[config.mk]
export PLATFORM = sky130hd
export DESIGN_NAME = bnn_conv_seq_flat
export DESIGN_NICKNAME = d
export VERILOG_FILES = /design/src/rtl/bnn_pkg.sv /design/src/rtl/bnn_conv_seq_if.sv /design/src/rtl/bnn_tag_pipe.sv /design/src/rtl/bnn_conv_seq.sv /design/src/flat_wrapper.sv
export SDC_FILE = /design/constraint.sdc
export NUM_CORES = 1
export LEC_CHECK = 0
export ABC_AREA = 1
export BUFFER_PORTS_ARGS = -buffer_cell sky130_fd_sc_hd__buf_2
export CORE_ASPECT_RATIO = 0.5
export CORE_MARGIN = 2
export CORE_UTILIZATION = 56
export DETAILED_ROUTE_END_ITERATION = 8
export PLACE_DENSITY = 0.78
export SLEW_MARGIN = 5
export SYNTH_ARGS = -nofsm -noshare
export SYNTH_HDL_FRONTEND = slang
export SYNTH_SLANG_ARGS = --single-unit
[constraint.sdc]
create_clock -name iCLK -period 1.85 [get_ports iCLK]
set_input_delay 0.0925 -clock iCLK [delete_from_list [all_inputs] [get_ports iCLK]]
set_output_delay 0.0925 -clock iCLK [all_outputs]
set_load 0.01 [all_outputs]
[src/rtl/bnn_pkg.sv]
// Shared types and default geometry for the binary convolution layer sequencer.
package bnn_pkg;

  typedef enum logic [1:0] {
    IDLE   = 2'd0,
    STREAM = 2'd1,
    DRAIN  = 2'd2,
    DONE   = 2'd3
  } state_t;

  localparam logic MODE_CONV3 = 1'b0;
  localparam logic MODE_CONV2 = 1'b1;

  localparam int DEF_W_CONV3 = 12;
  localparam int DEF_W_CONV2 = 14;
  localparam int DEF_H       = 12;
  localparam int DEF_AW      = 8;
  localparam int DEF_OCW     = 6;
  localparam int DEF_PIPE    = 3;

  function automatic logic [3:0] layer_onehot(input logic [1:0] layer);
    return 4'b0001 << layer;
  endfunction

endpackage

[src/rtl/bnn_conv_seq_if.sv]
// Control/streaming bundle between the layer controller, the sequencer and the engine side.
interface bnn_conv_seq_if
  import bnn_pkg::*;
#(
  parameter int AW  = DEF_AW,
  parameter int OCW = DEF_OCW
) ();

  logic           iGO;
  logic           iMODE;
  logic [1:0]     iLAYER;
  logic [OCW-1:0] iN_OC;
  logic           oBUSY;
  logic           oDONE;
  logic           oRD_EN;
  logic [AW-1:0]  oRD_ADDR;
  logic [OCW-1:0] oW_ADDR;
  logic [3:0]     oSTART;
  logic           oEN_conv2;
  logic           oEN_conv3;
  logic           oOUT_VALID;
  logic [OCW-1:0] oOUT_OC;
  logic [3:0]     oOUT_ROW;
  logic [3:0]     oOUT_COL;

  modport master (
    output iGO, iMODE, iLAYER, iN_OC,
    input  oBUSY, oDONE, oRD_EN, oRD_ADDR, oW_ADDR, oSTART, oEN_conv2, oEN_conv3,
    input  oOUT_VALID, oOUT_OC, oOUT_ROW, oOUT_COL
  );

  modport slave (
    input  iGO, iMODE, iLAYER, iN_OC,
    output oBUSY, oDONE, oRD_EN, oRD_ADDR, oW_ADDR, oSTART, oEN_conv2, oEN_conv3,
    output oOUT_VALID, oOUT_OC, oOUT_ROW, oOUT_COL
  );

endinterface

[src/rtl/bnn_tag_pipe.sv]
// Fixed-depth delay line carrying the window-valid flag and its (oc,row,col) tag
// so results line up with the engine's registered output.
module bnn_tag_pipe #(
  parameter int DEPTH = 3,
  parameter int TW    = 14
) (
  input  logic          i_clk,
  input  logic          i_clr_n,
  input  logic          i_valid,
  input  logic [TW-1:0] i_tag,
  output logic          o_valid,
  output logic [TW-1:0] o_tag
);

  logic [DEPTH:0]         w_vld;
  logic [DEPTH:0][TW-1:0] w_tag;

  assign w_vld[0] = i_valid;
  assign w_tag[0] = i_tag;

  genvar gi;
  generate
    for (gi = 0; gi < DEPTH; gi++) begin : g_stage
      logic          r_vld;
      logic [TW-1:0] r_tag;

      always_ff @(posedge i_clk) begin
        if (!i_clr_n) begin
          r_vld <= 1'b0;
          r_tag <= '0;
        end else begin
          r_vld <= w_vld[gi];
          r_tag <= w_tag[gi];
        end
      end

      assign w_vld[gi+1] = r_vld;
      assign w_tag[gi+1] = r_tag;
    end
  endgenerate

  assign o_valid = w_vld[DEPTH];
  assign o_tag   = w_tag[DEPTH];

endmodule

[src/rtl/bnn_conv_seq.sv]
// Layer sequencer: streams the input map once per output channel, drives engine
// enables and tags every completed 3x3 window result.
module bnn_conv_seq
  import bnn_pkg::*;
#(
  parameter int W_CONV3 = DEF_W_CONV3,
  parameter int W_CONV2 = DEF_W_CONV2,
  parameter int H       = DEF_H,
  parameter int AW      = DEF_AW,
  parameter int OCW     = DEF_OCW,
  parameter int PIPE    = DEF_PIPE
) (
  input  logic                iCLK,
  input  logic                iRST,
  bnn_conv_seq_if.slave       bus
);

  localparam int TW = OCW + 8;
  localparam logic [3:0] W3_LAST   = 4'(W_CONV3 - 1);
  localparam logic [3:0] W2_LAST   = 4'(W_CONV2 - 1);
  localparam logic [3:0] ROW_LAST  = 4'(H - 1);
  localparam logic [3:0] DRN_LAST  = 4'(PIPE - 1);

  state_t         r_state;
  logic           r_mode;
  logic [1:0]     r_layer;
  logic [OCW-1:0] r_n_oc;
  logic [OCW-1:0] r_oc;
  logic [3:0]     r_row;
  logic [3:0]     r_col;
  logic [AW-1:0]  r_addr;
  logic [3:0]     r_drain;
  logic           r_done;

  logic           w_active;
  logic           w_col_last;
  logic           w_row_last;
  logic           w_oc_last;
  logic           w_win;
  logic [TW-1:0]  w_tag_in;
  logic [TW-1:0]  w_tag_out;
  logic           w_out_valid;

  assign w_col_last = r_col == ((r_mode == MODE_CONV2) ? W2_LAST : W3_LAST);
  assign w_row_last = r_row == ROW_LAST;
  assign w_oc_last  = r_oc == (r_n_oc - OCW'(1));
  assign w_active   = (r_state == STREAM) || (r_state == DRAIN);

  always_ff @(posedge iCLK) begin
    if (!iRST) begin
      r_state <= IDLE;
      r_mode  <= 1'b0;
      r_layer <= '0;
      r_n_oc  <= '0;
      r_oc    <= '0;
      r_row   <= '0;
      r_col   <= '0;
      r_addr  <= '0;
      r_drain <= '0;
      r_done  <= 1'b0;
    end else begin
      r_done <= 1'b0;
      case (r_state)
        IDLE: begin
          if (bus.iGO) begin
            if (bus.iN_OC != '0) begin
              r_mode  <= bus.iMODE;
              r_layer <= bus.iLAYER;
              r_n_oc  <= bus.iN_OC;
              r_oc    <= '0;
              r_row   <= '0;
              r_col   <= '0;
              r_addr  <= '0;
              r_state <= STREAM;
            end else begin
              r_done <= 1'b1;
            end
          end
        end
        STREAM: begin
          r_addr <= r_addr + AW'(1);
          if (w_col_last) begin
            r_col <= '0;
            if (w_row_last) begin
              // End of one map pass: next channel restarts at address 0 with no gap.
              r_row  <= '0;
              r_addr <= '0;
              if (w_oc_last) begin
                r_drain <= '0;
                r_state <= DRAIN;
              end else begin
                r_oc <= r_oc + OCW'(1);
              end
            end else begin
              r_row <= r_row + 4'd1;
            end
          end else begin
            r_col <= r_col + 4'd1;
          end
        end
        DRAIN: begin
          r_drain <= r_drain + 4'd1;
          if (r_drain == DRN_LAST) begin
            r_state <= DONE;
            r_done  <= 1'b1;
          end
        end
        default: r_state <= IDLE;
      endcase
    end
  end

  // Only the current map's coordinates decide validity, so windows never span passes.
  assign w_win    = (r_state == STREAM) && (r_row >= 4'd2) && (r_col >= 4'd2);
  assign w_tag_in = {r_oc, r_row - 4'd2, r_col - 4'd2};

  bnn_tag_pipe #(
    .DEPTH (PIPE),
    .TW    (TW)
  ) u_tag_pipe (
    .i_clk   (iCLK),
    .i_clr_n (iRST),
    .i_valid (w_win),
    .i_tag   (w_tag_in),
    .o_valid (w_out_valid),
    .o_tag   (w_tag_out)
  );

  assign bus.oBUSY      = w_active;
  assign bus.oDONE      = r_done;
  assign bus.oRD_EN     = r_state == STREAM;
  assign bus.oRD_ADDR   = r_addr;
  assign bus.oW_ADDR    = r_oc;
  assign bus.oSTART     = w_active ? layer_onehot(r_layer) : 4'b0000;
  assign bus.oEN_conv2  = w_active && (r_mode == MODE_CONV2);
  assign bus.oEN_conv3  = w_active && (r_mode == MODE_CONV3);
  assign bus.oOUT_VALID = w_out_valid;
  assign {bus.oOUT_OC, bus.oOUT_ROW, bus.oOUT_COL} = w_tag_out;

endmodule
[src/flat_wrapper.sv]
// flat-port wrapper written by rule: the top's interface ports become plain ports
module bnn_conv_seq_flat import bnn_pkg::*;
#(
  parameter int W_CONV3 = DEF_W_CONV3,
  parameter int W_CONV2 = DEF_W_CONV2,
  parameter int H       = DEF_H,
  parameter int AW      = DEF_AW,
  parameter int OCW     = DEF_OCW,
  parameter int PIPE    = DEF_PIPE
)
  (iCLK, iRST, bus_iGO, bus_iMODE, bus_iLAYER, bus_iN_OC, bus_oBUSY, bus_oDONE, bus_oRD_EN, bus_oRD_ADDR, bus_oW_ADDR, bus_oSTART, bus_oEN_conv2, bus_oEN_conv3, bus_oOUT_VALID, bus_oOUT_OC, bus_oOUT_ROW, bus_oOUT_COL);
  bnn_conv_seq_if #(.AW(AW), .OCW(OCW)) bus_i ();
  input  logic iCLK;
  input  logic iRST;
  input wire logic [$bits(bus_i.iGO)-1:0] bus_iGO;
  input wire logic [$bits(bus_i.iMODE)-1:0] bus_iMODE;
  input wire logic [$bits(bus_i.iLAYER)-1:0] bus_iLAYER;
  input wire logic [$bits(bus_i.iN_OC)-1:0] bus_iN_OC;
  output wire logic [$bits(bus_i.oBUSY)-1:0] bus_oBUSY;
  output wire logic [$bits(bus_i.oDONE)-1:0] bus_oDONE;
  output wire logic [$bits(bus_i.oRD_EN)-1:0] bus_oRD_EN;
  output wire logic [$bits(bus_i.oRD_ADDR)-1:0] bus_oRD_ADDR;
  output wire logic [$bits(bus_i.oW_ADDR)-1:0] bus_oW_ADDR;
  output wire logic [$bits(bus_i.oSTART)-1:0] bus_oSTART;
  output wire logic [$bits(bus_i.oEN_conv2)-1:0] bus_oEN_conv2;
  output wire logic [$bits(bus_i.oEN_conv3)-1:0] bus_oEN_conv3;
  output wire logic [$bits(bus_i.oOUT_VALID)-1:0] bus_oOUT_VALID;
  output wire logic [$bits(bus_i.oOUT_OC)-1:0] bus_oOUT_OC;
  output wire logic [$bits(bus_i.oOUT_ROW)-1:0] bus_oOUT_ROW;
  output wire logic [$bits(bus_i.oOUT_COL)-1:0] bus_oOUT_COL;
  assign bus_i.iGO = bus_iGO;
  assign bus_i.iMODE = bus_iMODE;
  assign bus_i.iLAYER = bus_iLAYER;
  assign bus_i.iN_OC = bus_iN_OC;
  assign bus_oBUSY = bus_i.oBUSY;
  assign bus_oDONE = bus_i.oDONE;
  assign bus_oRD_EN = bus_i.oRD_EN;
  assign bus_oRD_ADDR = bus_i.oRD_ADDR;
  assign bus_oW_ADDR = bus_i.oW_ADDR;
  assign bus_oSTART = bus_i.oSTART;
  assign bus_oEN_conv2 = bus_i.oEN_conv2;
  assign bus_oEN_conv3 = bus_i.oEN_conv3;
  assign bus_oOUT_VALID = bus_i.oOUT_VALID;
  assign bus_oOUT_OC = bus_i.oOUT_OC;
  assign bus_oOUT_ROW = bus_i.oOUT_ROW;
  assign bus_oOUT_COL = bus_i.oOUT_COL;
  bnn_conv_seq #(.W_CONV3(W_CONV3), .W_CONV2(W_CONV2), .H(H), .AW(AW), .OCW(OCW), .PIPE(PIPE)) u_core (.iCLK(iCLK), .iRST(iRST), .bus(bus_i));
endmodule
# Yosys cells after proc, flatten, opt, wreduce, memory -nomap -nowiden
# Index checks and enable logic that the tools add are counted.
totals:
  ff_bits: 83
  elab_cells: 91
classes:
  n_addsub: 8
  magnitude_cmp: 2
  n_eq_ne: 13
  shift: 1
  n_mux: 35
  bitwise_logic: 1
  n_reduce_logical: 15
ops:
  columns: ["cell", "n"]
  rows:
  - ["$mux W4", 9]
  - ["$mux W8", 4]
  - ["$mux W6", 5]
  - ["$pmux W4 S2", 3]
  - ["$pmux W8 S2", 1]
  - ["$add A4 B1 Y4 const B", 3]
  - ["$mux W2", 6]
  - ["$pmux W6 S2", 1]
  - ["$reduce_and A6 Y1", 2]
  - ["$add A8 B1 Y8 const B", 1]
  - ["$ge A4 B2 Y1 const B", 2]
  - ["$ne A2 B1 Y1 const B", 4]
  - ["$reduce_and A4 Y1", 2]
  - ["$sub A4 B2 Y4 const B", 2]
  - ["$add A6 B1 Y6 const B", 1]
  - ["$eq A6 B6 Y1", 1]
  - ["$ne A2 B2 Y1 const B", 3]
  - ["$pmux W2 S3", 1]
  - ["$reduce_and A3 Y1", 2]
  - ["$reduce_bool A6 Y1", 1]
  - ["$sub A6 B1 Y6 const B", 1]
  - ["$eq A4 B2 Y1 const B", 1]
  - ["$eq A4 B4 Y1", 1]
  - ["$eq A4 B4 Y1 const B", 1]
  - ["other kinds (11)", 17]

# Logic depth before layout (Yosys ltp)
# Gate-level depths: netlist (run 1).
depth:
  ltp_word: 6
  mapped_depth: 14

# Hierarchy
# From an unflattened synthesis (run 1), not the netlist that was laid out.
unflattened:
  cells_unflattened: 478
  area_unflattened_um2: 3691.0
by_module_without_submodules:
  columns: ["mod", "instances", "cells_each", "area_per_inst_um2", "seq_area_each_um2"]
  rows:
  - ["bnn_conv_seq", 1, 338, 2399.8, 760.7]
  - ["bnn_tag_pipe", 1, 140, 1291.2, 900.9]

# Worst setup path after synthesis (run 1)
# No wires, ideal clock.
synth_path:
  path_kind: "register -> register"
  startpoint: "register u_core.r_state[1]"
  endpoint: "register u_core.r_addr[6], in the netlist u_core.bus.oRD_ADDR[6]"
  setup_time_ns: 0.117
  arrival_ns: 1.515
  slack_ns: 0.218
  path_stages_with_launch: 10
  path_buffers: 2
  synth_period_minus_slack_ns: 1.632
  cell_sequence: "dfxtp_1 inv_1 ha_1 clkbuf_8 inv_2 o21ai_2 buf_2 nand2_1 o21ai_1 a21oi_1"
synth_via:
  elab_chain_len: 3
  elab_cells_between_ends: 7
synth_rtl:
  columns: ["item", "line", "rtl"]
  rows:
  - ["start: declaration", "bnn_conv_seq.sv:24", "state_t r_state;"]
  - ["start signal: assignment", "bnn_conv_seq.sv:51", "r_state <= IDLE;"]
  - ["start signal: assignment", "bnn_conv_seq.sv:74", "r_state <= STREAM;"]
  - ["start signal: assignment", "bnn_conv_seq.sv:90", "r_state <= DRAIN;"]
  - ["$eq A2 B1 Y1 *", null, null]
  - ["via bus_oRD_EN", "flat_wrapper.sv:21", "output wire logic [$bits(bus_i.oRD_EN)-1:0] bus_oRD_EN;"]
  - ["$reduce_bool A2 Y1 (no line)", null, null]
  - ["$reduce_and A3 Y1 (no line)", null, null]
  - ["end signal: assignment", "bnn_conv_seq.sv:81", "r_addr <= r_addr + AW'(1);"]
  - ["end: declaration", "bnn_conv_seq.sv:31", "logic [AW-1:0] r_addr;"]
# The timed path passes the listed nets; every way through them passes the cells marked *.
# A chain may end at the register's enable or synchronous reset.

# Worst setup path in the final report (run 1)
layout_path:
  startpoint: "register u_core.r_n_oc[0]"
  endpoint: "register u_core.r_drain[3]"
layout_via:
  elab_chain_len: 4
layout_rtl:
  columns: ["item", "line", "rtl"]
  rows:
  - ["start: declaration", "bnn_conv_seq.sv:27", "logic [OCW-1:0] r_n_oc;"]
  - ["start signal: assignment", "bnn_conv_seq.sv:69", "r_n_oc <= bus.iN_OC;"]
  - ["$sub A6 B1 Y6", "bnn_conv_seq.sv:46", "assign w_oc_last = r_oc == (r_n_oc - OCW'(1));"]
  - ["$eq A6 B6 Y1", "bnn_conv_seq.sv:46", null]
  - ["$ne A2 B1 Y1 (no line)", null, null]
  - ["$reduce_and A4 Y1 (no line)", null, null]
  - ["end signal: assignment", "bnn_conv_seq.sv:102", "r_drain <= r_drain + 4'd1;"]
  - ["end: declaration", "bnn_conv_seq.sv:32", "logic [3:0] r_drain;"]
# Every way passes these cells.

==> results.txt, run 1 <==
H-tree level count -> 3
Setup Viol. Count Final -> 0
register area share after synthesis -> 0.469
Rel. slew slack -> 0.675
Tcrit/Tclk final -> 0.918
die height -> 60.3 um
peak supply drop -> 0.817 mV
ys flop type -> dfxtp_1
wire per inst -> 10.9 um
n_diodes -> 0
max_cap viols -> 0
clk_skew -> 0.00331 ns
most common cell after layout, fill and taps aside -> nand2_1
Placer Congestion -> 0.814
Mapped Avg Cell Area -> 7.62 um^2
power share of the clock group -> 0.275
pre-CTS setup slack -> 0.108 ns
post-synth top area share -> 0.469
Clk Latency, worst-skew pair -> 0.33 ns
P_sw -> 2.11 mW
nets -> 548
Area Growth Syn to Fin -> 18.2%
sequential share of power -> 0.377
CTS tree -> yes
Seq cells post-synth -> 83
startpoint types -> flip-flop
initial core utilization -> 0.583
LEAKAGE -> 2.14 nW
Peak Freq -> 589 MHz
Setup WS post-layout -> 0.152 ns
Hold Slack -> 0.0198 ns
Cells after Synth -> 465
most area-consuming cells after synthesis -> dfxtp_1 47%, nand2_1 11%, inv_1 7.1%
final setup TNS -> 0 ns
Pwr per Cell Area -> 1390 nW/um^2
most frequent cells in the layout -> 102 x nand2_1, 81 x dfxtp_1, 65 x inv_1
Hold Crit Class -> in2reg
Die X -> 117 um
Layout Cells excl Fill -> 611
CP endpoint kind -> flip-flop
Switching Share -> 0.361
RR Endpoint -> u_core.r_drain[3]$_SDFFE_PN0P_
R2R Path Start -> u_core.r_n_oc[0]$_SDFFE_PN0P_
first-pass GRT wire length -> 10.9 mm
layout cells sized above 1 -> 0.210
clock-pin slew on the worst setup and hold paths -> 0.06 ns
Buffers on Ports -> 49
CP bufs+invs -> 2
worst slew pin tran -> 0.487 ns
CTS buffer count -> 9
Worst Setup Path Type -> reg2reg
DR iter-0 viols -> 154
CORE AREA -> 6080 um^2
Post-synth ARST share -> 0
Vias/cell -> 4.74
CP arrival -> 1.89 ns
Total Routed Length -> 6.63 mm
vias in the first global route -> 2384
post-synth top area cell -> dfxtp_1
GRT overflow -> 0
number of flops mapped to enable cells by yosys -> 0
Hold Path Depth -> 3
DP Wirelength -> 4.62 mm
drt first pass iters -> 4
Placed Cells -> 591
status -> finished, final reports clean
Die ar. -> 7020 um^2
Net Count, Synth -> 494
crit-path cells -> inv_4 -> ha_4 -> inv_2 -> nand2_2 -> nand2_1 -> nor2_1 -> nand3_1 -> nor2_2 -> nand2_2 -> nand2_4 -> nand2_2 -> nand2_1 -> a21oi_1
fill count -> 527
unrepaired setup endpoints after global routing -> true
Hold Fails Final Rpt -> 0
hold endpoint -> u_core.r_mode$_SDFFE_PN0P_
largest net degree at the start of global routing -> 22
count of different cell masters after synthesis -> 35
Hold Crit Start -> bus_iMODE
total power -> 5.83 mW
CP top delay family -> simple AND/OR/NAND/NOR gates
Ports -> 50
CTS Hold Buffers Added -> 0
clock tree sinks -> 83
Final min period -> 1.70 ns
initial antenna violation count -> 0
Largest stage delay, worst path -> 0.35 ns
num rows -> 20
clock root cell -> clkbuf_16
total number of vias -> 2895
GR Util All Layers -> 0.206
Synth warnings -> 0
Max FO, Critical Path -> 5
r2r setup slk -> 0.15 ns
Pint -> 3.73 mW
post-route ant nets -> 0
DR DRC count -> 0
Req. time, crit path -> 2.05 ns
CTS Buffer Depth -> 2
Post-Syn Area -> 3540 um^2
Comb power frac -> 0.348
Worst path most repeated cell -> nand2_2
Final Max Tran Viols -> 0
Reg2Reg Depth -> 13
Crit-path slowest cell -> dfxtp_2
per-layer routing:
| metal | wire length (um) | share of wire | track usage | up-vias |
|---|---|---|---|---|
| met5 | 0 | 0 | 0 | - |
| met4 | 65 | 0.0098 | 0.0544 | 0 |
| met3 | 390 | 0.059 | 0.0892 | 6 |
| met2 | 2830 | 0.43 | 0.306 | 70 |
| met1 | 3340 | 0.50 | 0.277 | 1292 |
| li1 | - | - | - | 1527 |
cell type report:
type,count,area [um^2],area share
repair buffers,59,324,0.0773
well taps,88,110,0.0263
clock buffers,12,246,0.0588
multi-input cells,285,1520,0.362
flip-flops and latches,83,1660,0.397
clock inverters,3,23.8,0.00567
inverters,81,307,0.0731
worst max path at each step:
stage | cells past startpoint | to | from
CTS | 13 | u_core.r_drain[3]$_SDFFE_PN0P_ | u_core.r_n_oc[0]$_SDFFE_PN0P_
global placement | 12 | u_core.bus.oRD_ADDR[4]$_SDFFE_PN0P_ | u_core.r_state[1]$_SDFFE_PN0P_
floorplan | 9 | u_core.bus.oRD_ADDR[6]$_SDFFE_PN0P_ | u_core.r_state[1]$_SDFFE_PN0P_
finish | 13 | u_core.r_drain[3]$_SDFFE_PN0P_ | u_core.r_n_oc[0]$_SDFFE_PN0P_
global route | 14 | u_core.r_state[1]$_SDFFE_PN0P_ | u_core.r_n_oc[0]$_SDFFE_PN0P_
detailed placement | 12 | u_core.bus.oRD_ADDR[4]$_SDFFE_PN0P_ | u_core.r_state[0]$_SDFFE_PN0P_
Yosys cell counts, types with 2 or more instances:
library cell	count
a211oi_1	2
a21oi_1	26
buf_2	2
buf_4	6
clkbuf_1	6
dfxtp_1	83
ha_1	17
inv_1	67
inv_2	13
nand2_1	105
nand2_2	9
nand3_1	21
nand4_1	3
nor2_1	49
nor3_1	10
o21ai_0	11
o21ai_1	7
xnor2_1	5
xor2_1	7
flip-flops by register name, indices dropped and copies added, names as in the netlist:
name	count
u_core.u_tag_pipe.g_stage.r_tag	28
u_core.u_tag_pipe.o_tag	14
u_core.bus.oRD_ADDR	8
u_core.bus.oW_ADDR	6
u_core.r_n_oc	6
u_core.r_col	4
u_core.r_drain	4
u_core.r_row	4
u_core.r_layer	2
u_core.r_state	2
u_core.u_tag_pipe.g_stage.r_vld	2
u_core.bus.oDONE	1
u_core.r_mode	1
u_core.u_tag_pipe.o_valid	1
logic make-up (layout without fill, tap and decap cells):
logic type	after synthesis	in the layout	synth area share
XOR/XNOR	12	12	0.0297
AO/OA/AOI/OAI	51	51	0.0773
buffers and inverters	98	155	0.116
adder cells (fa/ha/maj)	17	17	0.0600
flip-flops	83	83	0.469
AND/OR/NAND/NOR	204	205	0.249
power by group through the flow:
stage	logic, mW	clock network (mW)	registers [mW]
finish	2.03	1.61	2.20
global route	2.28	1.74	2.23
CTS	1.85	1.64	2.19
detailed placement	1.83	0	2.23
global placement	1.80	0	2.22
floorplan	1.43	0	2.20
worst min-delay path: stages:
cell     delay [ns]
buf_2          0.07
o21ai_0        0.08
nor2_1         0.08
metrics by stage:
stage	cell area [um^2]	util
floorplan	3540	-
global placement	3840	0.631
detailed placement	3840	0.631
CTS	4110	0.676
global route	4190	0.689
finish	4190	0.689
what timing repair did:
action,in CTS,in global routing
buffers inserted,0,4
setup endpoints to repair,0,18
gates resized for setup,0,13
No activity file was read; power rests on OpenSTA's default activity.
==> run 2, diff against run 1 <==
--- a/config.mk
+++ b/config.mk
@@ -11,7 +11,9 @@
 export CORE_MARGIN = 2
 export CORE_UTILIZATION = 56
 export DETAILED_ROUTE_END_ITERATION = 8
+export HOLD_SLACK_MARGIN = 0.03
 export PLACE_DENSITY = 0.78
+export REMOVE_ABC_BUFFERS = 1
 export SLEW_MARGIN = 5
 export SYNTH_ARGS = -nofsm -noshare
 export SYNTH_HDL_FRONTEND = slang
==> results.txt, run 2 (synthesis gave the netlist of run 1 again) <==
pre-CTS setup slack -> 0.101 ns (was 0.108 ns)
power share of the clock group -> 0.285 (was 0.275)
clock tree sinks -> 83 (unchanged)
Tcrit/Tclk final -> 0.955 (was 0.918)
Peak Freq -> 566 MHz (was 589 MHz)
peak supply drop -> 1.24 mV (was 0.817 mV)
final setup TNS -> 0 ns (unchanged)
Final min period -> 1.77 ns (was 1.70 ns)
worst slew pin tran -> 0.507 ns (was 0.487 ns)
Placed Cells -> 593 (was 591)
Largest stage delay, worst path -> 0.37 ns (was 0.35 ns)
Switching Share -> 0.372 (was 0.361)
CORE AREA -> 6080 um^2 (unchanged)
Worst path most repeated cell -> inv_1 (was nand2_2)
Layout Cells excl Fill -> 612 (was 611)
nets -> 548 (unchanged)
Hold Slack -> 0.0373 ns (was 0.0198 ns)
wire per inst -> 10.7 um (was 10.9 um)
max reg flops -> 28 (unchanged)
Rel. slew slack -> 0.662 (was 0.675)
r2r setup slk -> 0.15 ns (about the same)
Area Growth Syn to Fin -> 17.8% (was 18.2%)
total number of vias -> 2789 (was 2895)
Final Max Tran Viols -> 0 (unchanged)
final core area utilization -> 0.687 (was 0.689)
num rows -> 20 (unchanged)
Comb power frac -> 0.341 (was 0.348)
final instance area -> 4180 um^2 (was 4190 um^2)
first-pass GRT wire length -> 10.8 mm (was 10.9 mm)
most frequent cells in the layout -> 104 x nand2_1, 82 x dfxtp_1, 67 x inv_1 (was 102 x nand2_1, 81 x dfxtp_1, 65 x inv_1)
startpoint types -> flip-flop (unchanged)
Die ar. -> 7020 um^2 (unchanged)
Clk Latency, worst-skew pair -> 0.33 ns (about the same)
post-place instance area -> 3850 um^2 (was 3840 um^2)
Hold Crit Class -> in2reg (unchanged)
post-route ant nets -> 0 (unchanged)
Total Routed Length -> 6.53 mm (was 6.63 mm)
DP Wirelength -> 4.72 mm (was 4.62 mm)
Setup Viol. Count Final -> 0 (unchanged)
drt first pass iters -> 4 (unchanged)
Max FO, Critical Path -> 6 (was 5)
multi-input logic area -> 1490 um^2 (was 1520 um^2)
Req. time, crit path -> 1.76 ns (was 2.05 ns)
n_diodes -> 0 (unchanged)
DR iter-0 viols -> 187 (was 154)
Top reg by flops -> u_core.u_tag_pipe.g_stage.r_tag (unchanged)
Setup WS post-layout -> 0.0840 ns (was 0.152 ns)
clock root cell -> clkbuf_16 (unchanged)
CTS tree -> yes (unchanged)
Pwr per Cell Area -> 1390 nW/um^2 (about the same)
layout cells sized above 1 -> 0.202 (was 0.210)
Crit-path slowest cell -> ha_2 (was dfxtp_2)
most common cell after layout, fill and taps aside -> nand2_1 (unchanged)
initial antenna violation count -> 0 (unchanged)
clock-pin slew on the worst setup and hold paths -> 0.06 ns (about the same)
die height -> 60.3 um (unchanged)
CP bufs+invs -> 3 (was 2)
fill count -> 552 (was 527)
CP top delay family -> buffers and inverters (was simple AND/OR/NAND/NOR gates)
status -> finished, final reports clean (unchanged)
H-tree level count -> 3 (unchanged)
CP endpoint kind -> primary output (was flip-flop)
DR DRC count -> 0 (unchanged)
Worst Setup Path Type -> reg2out (was reg2reg)
GRT overflow -> 0 (unchanged)
total power -> 5.82 mW (was 5.83 mW)
Buffers on Ports -> 49 (unchanged)
P_sw -> 2.16 mW (was 2.11 mW)
initial core utilization -> 0.583 (unchanged)
Ports -> 50 (unchanged)
largest net degree at the start of global routing -> 23 (was 22)
Pint -> 3.65 mW (was 3.73 mW)
CTS buffer count -> 9 (unchanged)
Hold Fails Final Rpt -> 0 (unchanged)
Die X -> 117 um (unchanged)
register area -> 1660 um^2 (about the same)
LEAKAGE -> 2.13 nW (was 2.14 nW)
clk_skew -> 0.00375 ns (was 0.00331 ns)
CTS Buffer Depth -> 2 (unchanged)
CP arrival -> 1.67 ns (was 1.89 ns)
Placer Congestion -> 0.849 (was 0.814)
crit-path cells -> inv_1 -> ha_2 -> inv_1 -> nor3_1 -> buf_2 (was inv_4 -> ha_4 -> inv_2 -> nand2_2 -> nand2_1 -> nor2_1 -> nand3_1 -> nor2_2 -> nand2_2 -> nand2_4 -> nand2_2 -> nand2_1 -> a21oi_1)
sequential share of power -> 0.374 (was 0.377)
vias in the first global route -> 2290 (was 2384)
Vias/cell -> 4.56 (was 4.74)
GR Util All Layers -> 0.205 (was 0.206)
max_cap viols -> 0 (unchanged)
[run 2: cell count changes in the layout (fill, tap and decap cells not counted), sizes merged]
cell | before | now
clkbuf | 12 | 9
dlygate4sd3 | 0 | 1
buf | 59 | 58
clkinvlp | 2 | 4
inv | 81 | 83
[run 2: final cells by class]
cell class                 instances  share of cell area
sequential                        83               0.398
tap                               88              0.0264
clock inverter                     7              0.0141
multi-input combinational        285               0.357
clock buffer                       9              0.0539
inverter                          81              0.0728
timing repair buffer              59              0.0782
[run 2: path summary, 6_finish.rpt]
| check | startpoint | endpoint | cells after the start |
|---|---|---|---|
| worst max-delay path | u_core.r_state[1]$_SDFFE_PN0P_ | bus_oSTART[3] | 5 |
| worst min-delay path | bus_iLAYER[0] | u_core.r_layer[0]$_SDFFE_PN0P_ | 3 |
| worst max register to register | u_core.r_n_oc[0]$_SDFFE_PN0P_ | u_core.r_drain[0]$_SDFFE_PN0P_ | 14 |
| worst min register to register | u_core.u_tag_pipe.g_stage[0].r_tag[4]$_SDFF_PN0_ | u_core.u_tag_pipe.g_stage[1].r_tag[4]$_SDFF_PN0_ | 2 |
[run 2: metal layers]
| layer | track usage | routed length (um) | up-vias |
|---|---|---|---|
| li1 | - | - | 1532 |
| met1 | 0.291 | 3310 | 1177 |
| met2 | 0.285 | 2670 | 72 |
| met3 | 0.0710 | 459 | 8 |
| met4 | 0.0799 | 87 | 0 |
| met5 | 0 | 0 | - |
[run 2: worst min-delay path, stage by stage]
cell     delay (ns)
buf_2          0.07
o21ai_0        0.07
a21oi_1        0.10
[run 2: what timing repair did]
action                                  CTS  global route
gates resized for setup                   0             5
hold endpoints to repair                  1             0
hold buffers                              1             0
buffers inserted                          0             1
endpoints found under the setup margin    0            15
[run 2: power by group through the flow]
stage               clock network (mW)  logic (mW)  registers (mW)
detailed placement                   0        1.90            2.21
global route                      1.79        2.24            2.21
floorplan                            0        1.36            2.21
global placement                     0        1.87            2.21
finish                            1.66        1.98            2.18
CTS                               1.69        1.91            2.17
==> run 3, diff against run 2 <==
==> constraint.sdc (replaced) <==
create_clock -name iCLK -period 1.85 [get_ports iCLK]
set_input_delay 0.37 -clock iCLK [delete_from_list [all_inputs] [get_ports iCLK]]
set_output_delay 0.37 -clock iCLK [all_outputs]
set_load 0.01 [all_outputs]
==> results.txt, run 3 (synthesis gave the netlist of run 1 again) <==
status -> finished, final reports clean (unchanged)
Die ar. -> 7020 um^2 (unchanged)
Vias/cell -> 4.55 (was 4.56)
Total Routed Length -> 6.53 mm (about the same)
Pwr per Cell Area -> 1430 nW/um^2 (was 1390 nW/um^2)
die height -> 60.3 um (unchanged)
max_cap viols -> 0 (unchanged)
n_diodes -> 0 (unchanged)
drt first pass iters -> 4 (unchanged)
DR DRC count -> 0 (unchanged)
CTS Hold Buffers Added -> 0 (was 1)
Tcrit/Tclk final -> 0.977 (was 0.955)
most common cell after layout, fill and taps aside -> nand2_1 (unchanged)
Req. time, crit path -> 1.48 ns (was 1.76 ns)
Final Max Tran Viols -> 0 (unchanged)
Rel. slew slack -> 0.685 (was 0.662)
most frequent cells in the layout -> 104 x nand2_1, 79 x dfxtp_1, 64 x inv_1 (was 104 x nand2_1, 82 x dfxtp_1, 67 x inv_1)
GRT overflow -> 0 (unchanged)
wire per inst -> 10.7 um (about the same)
initial antenna violation count -> 0 (unchanged)
CTS buffer count -> 9 (unchanged)
startpoint types -> flip-flop (unchanged)
CORE AREA -> 6080 um^2 (unchanged)
final setup TNS -> 0 ns (unchanged)
clock-pin slew on the worst setup and hold paths -> 0.06 ns (about the same)
CTS Buffer Depth -> 2 (unchanged)
vias in the first global route -> 2302 (was 2290)
Setup Viol. Count Final -> 0 (unchanged)
peak supply drop -> 1.06 mV (was 1.24 mV)
max reg flops -> 28 (unchanged)
Top reg by flops -> u_core.u_tag_pipe.g_stage.r_tag (unchanged)
Final min period -> 1.81 ns (was 1.77 ns)
Area Growth Syn to Fin -> 20.6% (was 17.8%)
Max FO, Critical Path -> 6 (unchanged)
Ports -> 50 (unchanged)
GR Util All Layers -> 0.200 (was 0.205)
Setup WS post-layout -> 0.0433 ns (was 0.0840 ns)
largest net degree at the start of global routing -> 24 (was 23)
clock root cell -> clkbuf_16 (unchanged)
layout cells sized above 1 -> 0.221 (was 0.202)
worst slew pin tran -> 0.472 ns (was 0.507 ns)
pre-CTS setup slack -> 0.111 ns (was 0.101 ns)
Buffers on Ports -> 49 (unchanged)
post-route ant nets -> 0 (unchanged)
DR iter-0 viols -> 120 (was 187)
clk_skew -> 0.00714 ns (was 0.00375 ns)
LEAKAGE -> 2.18 nW (was 2.13 nW)
nets -> 548 (unchanged)
CP arrival -> 1.44 ns (was 1.67 ns)
CP endpoint kind -> primary output (unchanged)
DP Wirelength -> 4.56 mm (was 4.72 mm)
Peak Freq -> 553 MHz (was 566 MHz)
Die X -> 117 um (unchanged)
clock tree sinks -> 83 (unchanged)
H-tree level count -> 3 (unchanged)
num rows -> 20 (unchanged)
final core area utilization -> 0.703 (was 0.687)
Placer Congestion -> 0.853 (was 0.849)
first-pass GRT wire length -> 10.6 mm (was 10.8 mm)
Hold Fails Final Rpt -> 0 (unchanged)
Clk Latency, worst-skew pair -> 0.33 ns (about the same)
initial core utilization -> 0.583 (unchanged)
Hold Slack -> 0.304 ns (was 0.0373 ns)
total number of vias -> 2785 (was 2789)
CTS tree -> yes (unchanged)
Hold Crit Class -> in2reg (unchanged)
Worst Setup Path Type -> reg2out (unchanged)
run 3: repair_timing:
action                                  in CTS  in global routing
cloned                                       0                  1
hold endpoints to repair                     0                  0
buffers inserted                             0                  2
endpoints found under the setup margin       5                 16
gates resized for setup                      6                 16
pin swaps                                    0                  5
run 3: final timing paths:
kind | from | to | slack (ns) | cells past startpoint
min | bus_iMODE | u_core.r_mode$_SDFFE_PN0P_ | 0.30 | 3
min reg2reg | u_core.u_tag_pipe.g_stage[1].r_tag[11]$_SDFF_PN0_ | u_core.u_tag_pipe.o_tag[11]$_SDFF_PN0_ | 0.41 | 2
max reg2reg | u_core.r_n_oc[0]$_SDFFE_PN0P_ | u_core.r_state[0]$_SDFFE_PN0P_ | 0.06 | 13
max | u_core.r_state[0]$_SDFFE_PN0P_ | bus_oSTART[2] | 0.04 | 5
run 3: report_power, final:
| group | internal [mW] | switching (mW) |
|---|---|---|
| logic | 0.764 | 1.32 |
| registers | 2.03 | 0.173 |
| clock network | 1.09 | 0.713 |
| total | 3.89 | 2.21 |
run 3: final cells by class:
| type | instances | area, um^2 |
|---|---|---|
| clock buffers | 10 | 239 |
| clock inverters | 6 | 71.3 |
| fillers | 496 | 1800 |
| inverters | 81 | 309 |
| multi-input cells | 285 | 1560 |
| flip-flops and latches | 83 | 1670 |
| well taps | 88 | 110 |
| repair buffers | 59 | 320 |
run 3: through the flow:
| stage | instances | area, um^2 | power [mW] |
|---|---|---|---|
| finish | 612 | 4280 | 6.10 |
| global route | 612 | 4280 | 6.52 |
| global placement | 593 | 3850 | 4.04 |
| detailed placement | 593 | 3850 | 4.07 |
| CTS | 609 | 4180 | 5.96 |
| floorplan | 448 | 3440 | 3.57 |
run 3: critical path: stages, from the launching register on:
cell,delay [ns]
dfxtp_4,0.36
inv_2,0.06
ha_4,0.29
inv_4,0.07
nor3_1,0.17
buf_2,0.16
run 3: layer usage:
layer | part of all wire | up-vias | track usage | wire length (um)
li1 | - | 1531 | - | -
met1 | 0.52 | 1181 | 0.273 | 3370
met2 | 0.42 | 67 | 0.300 | 2740
met3 | 0.055 | 6 | 0.0568 | 357
met4 | 0.0081 | 0 | 0.0799 | 53
met5 | 0 | - | 0 | 0
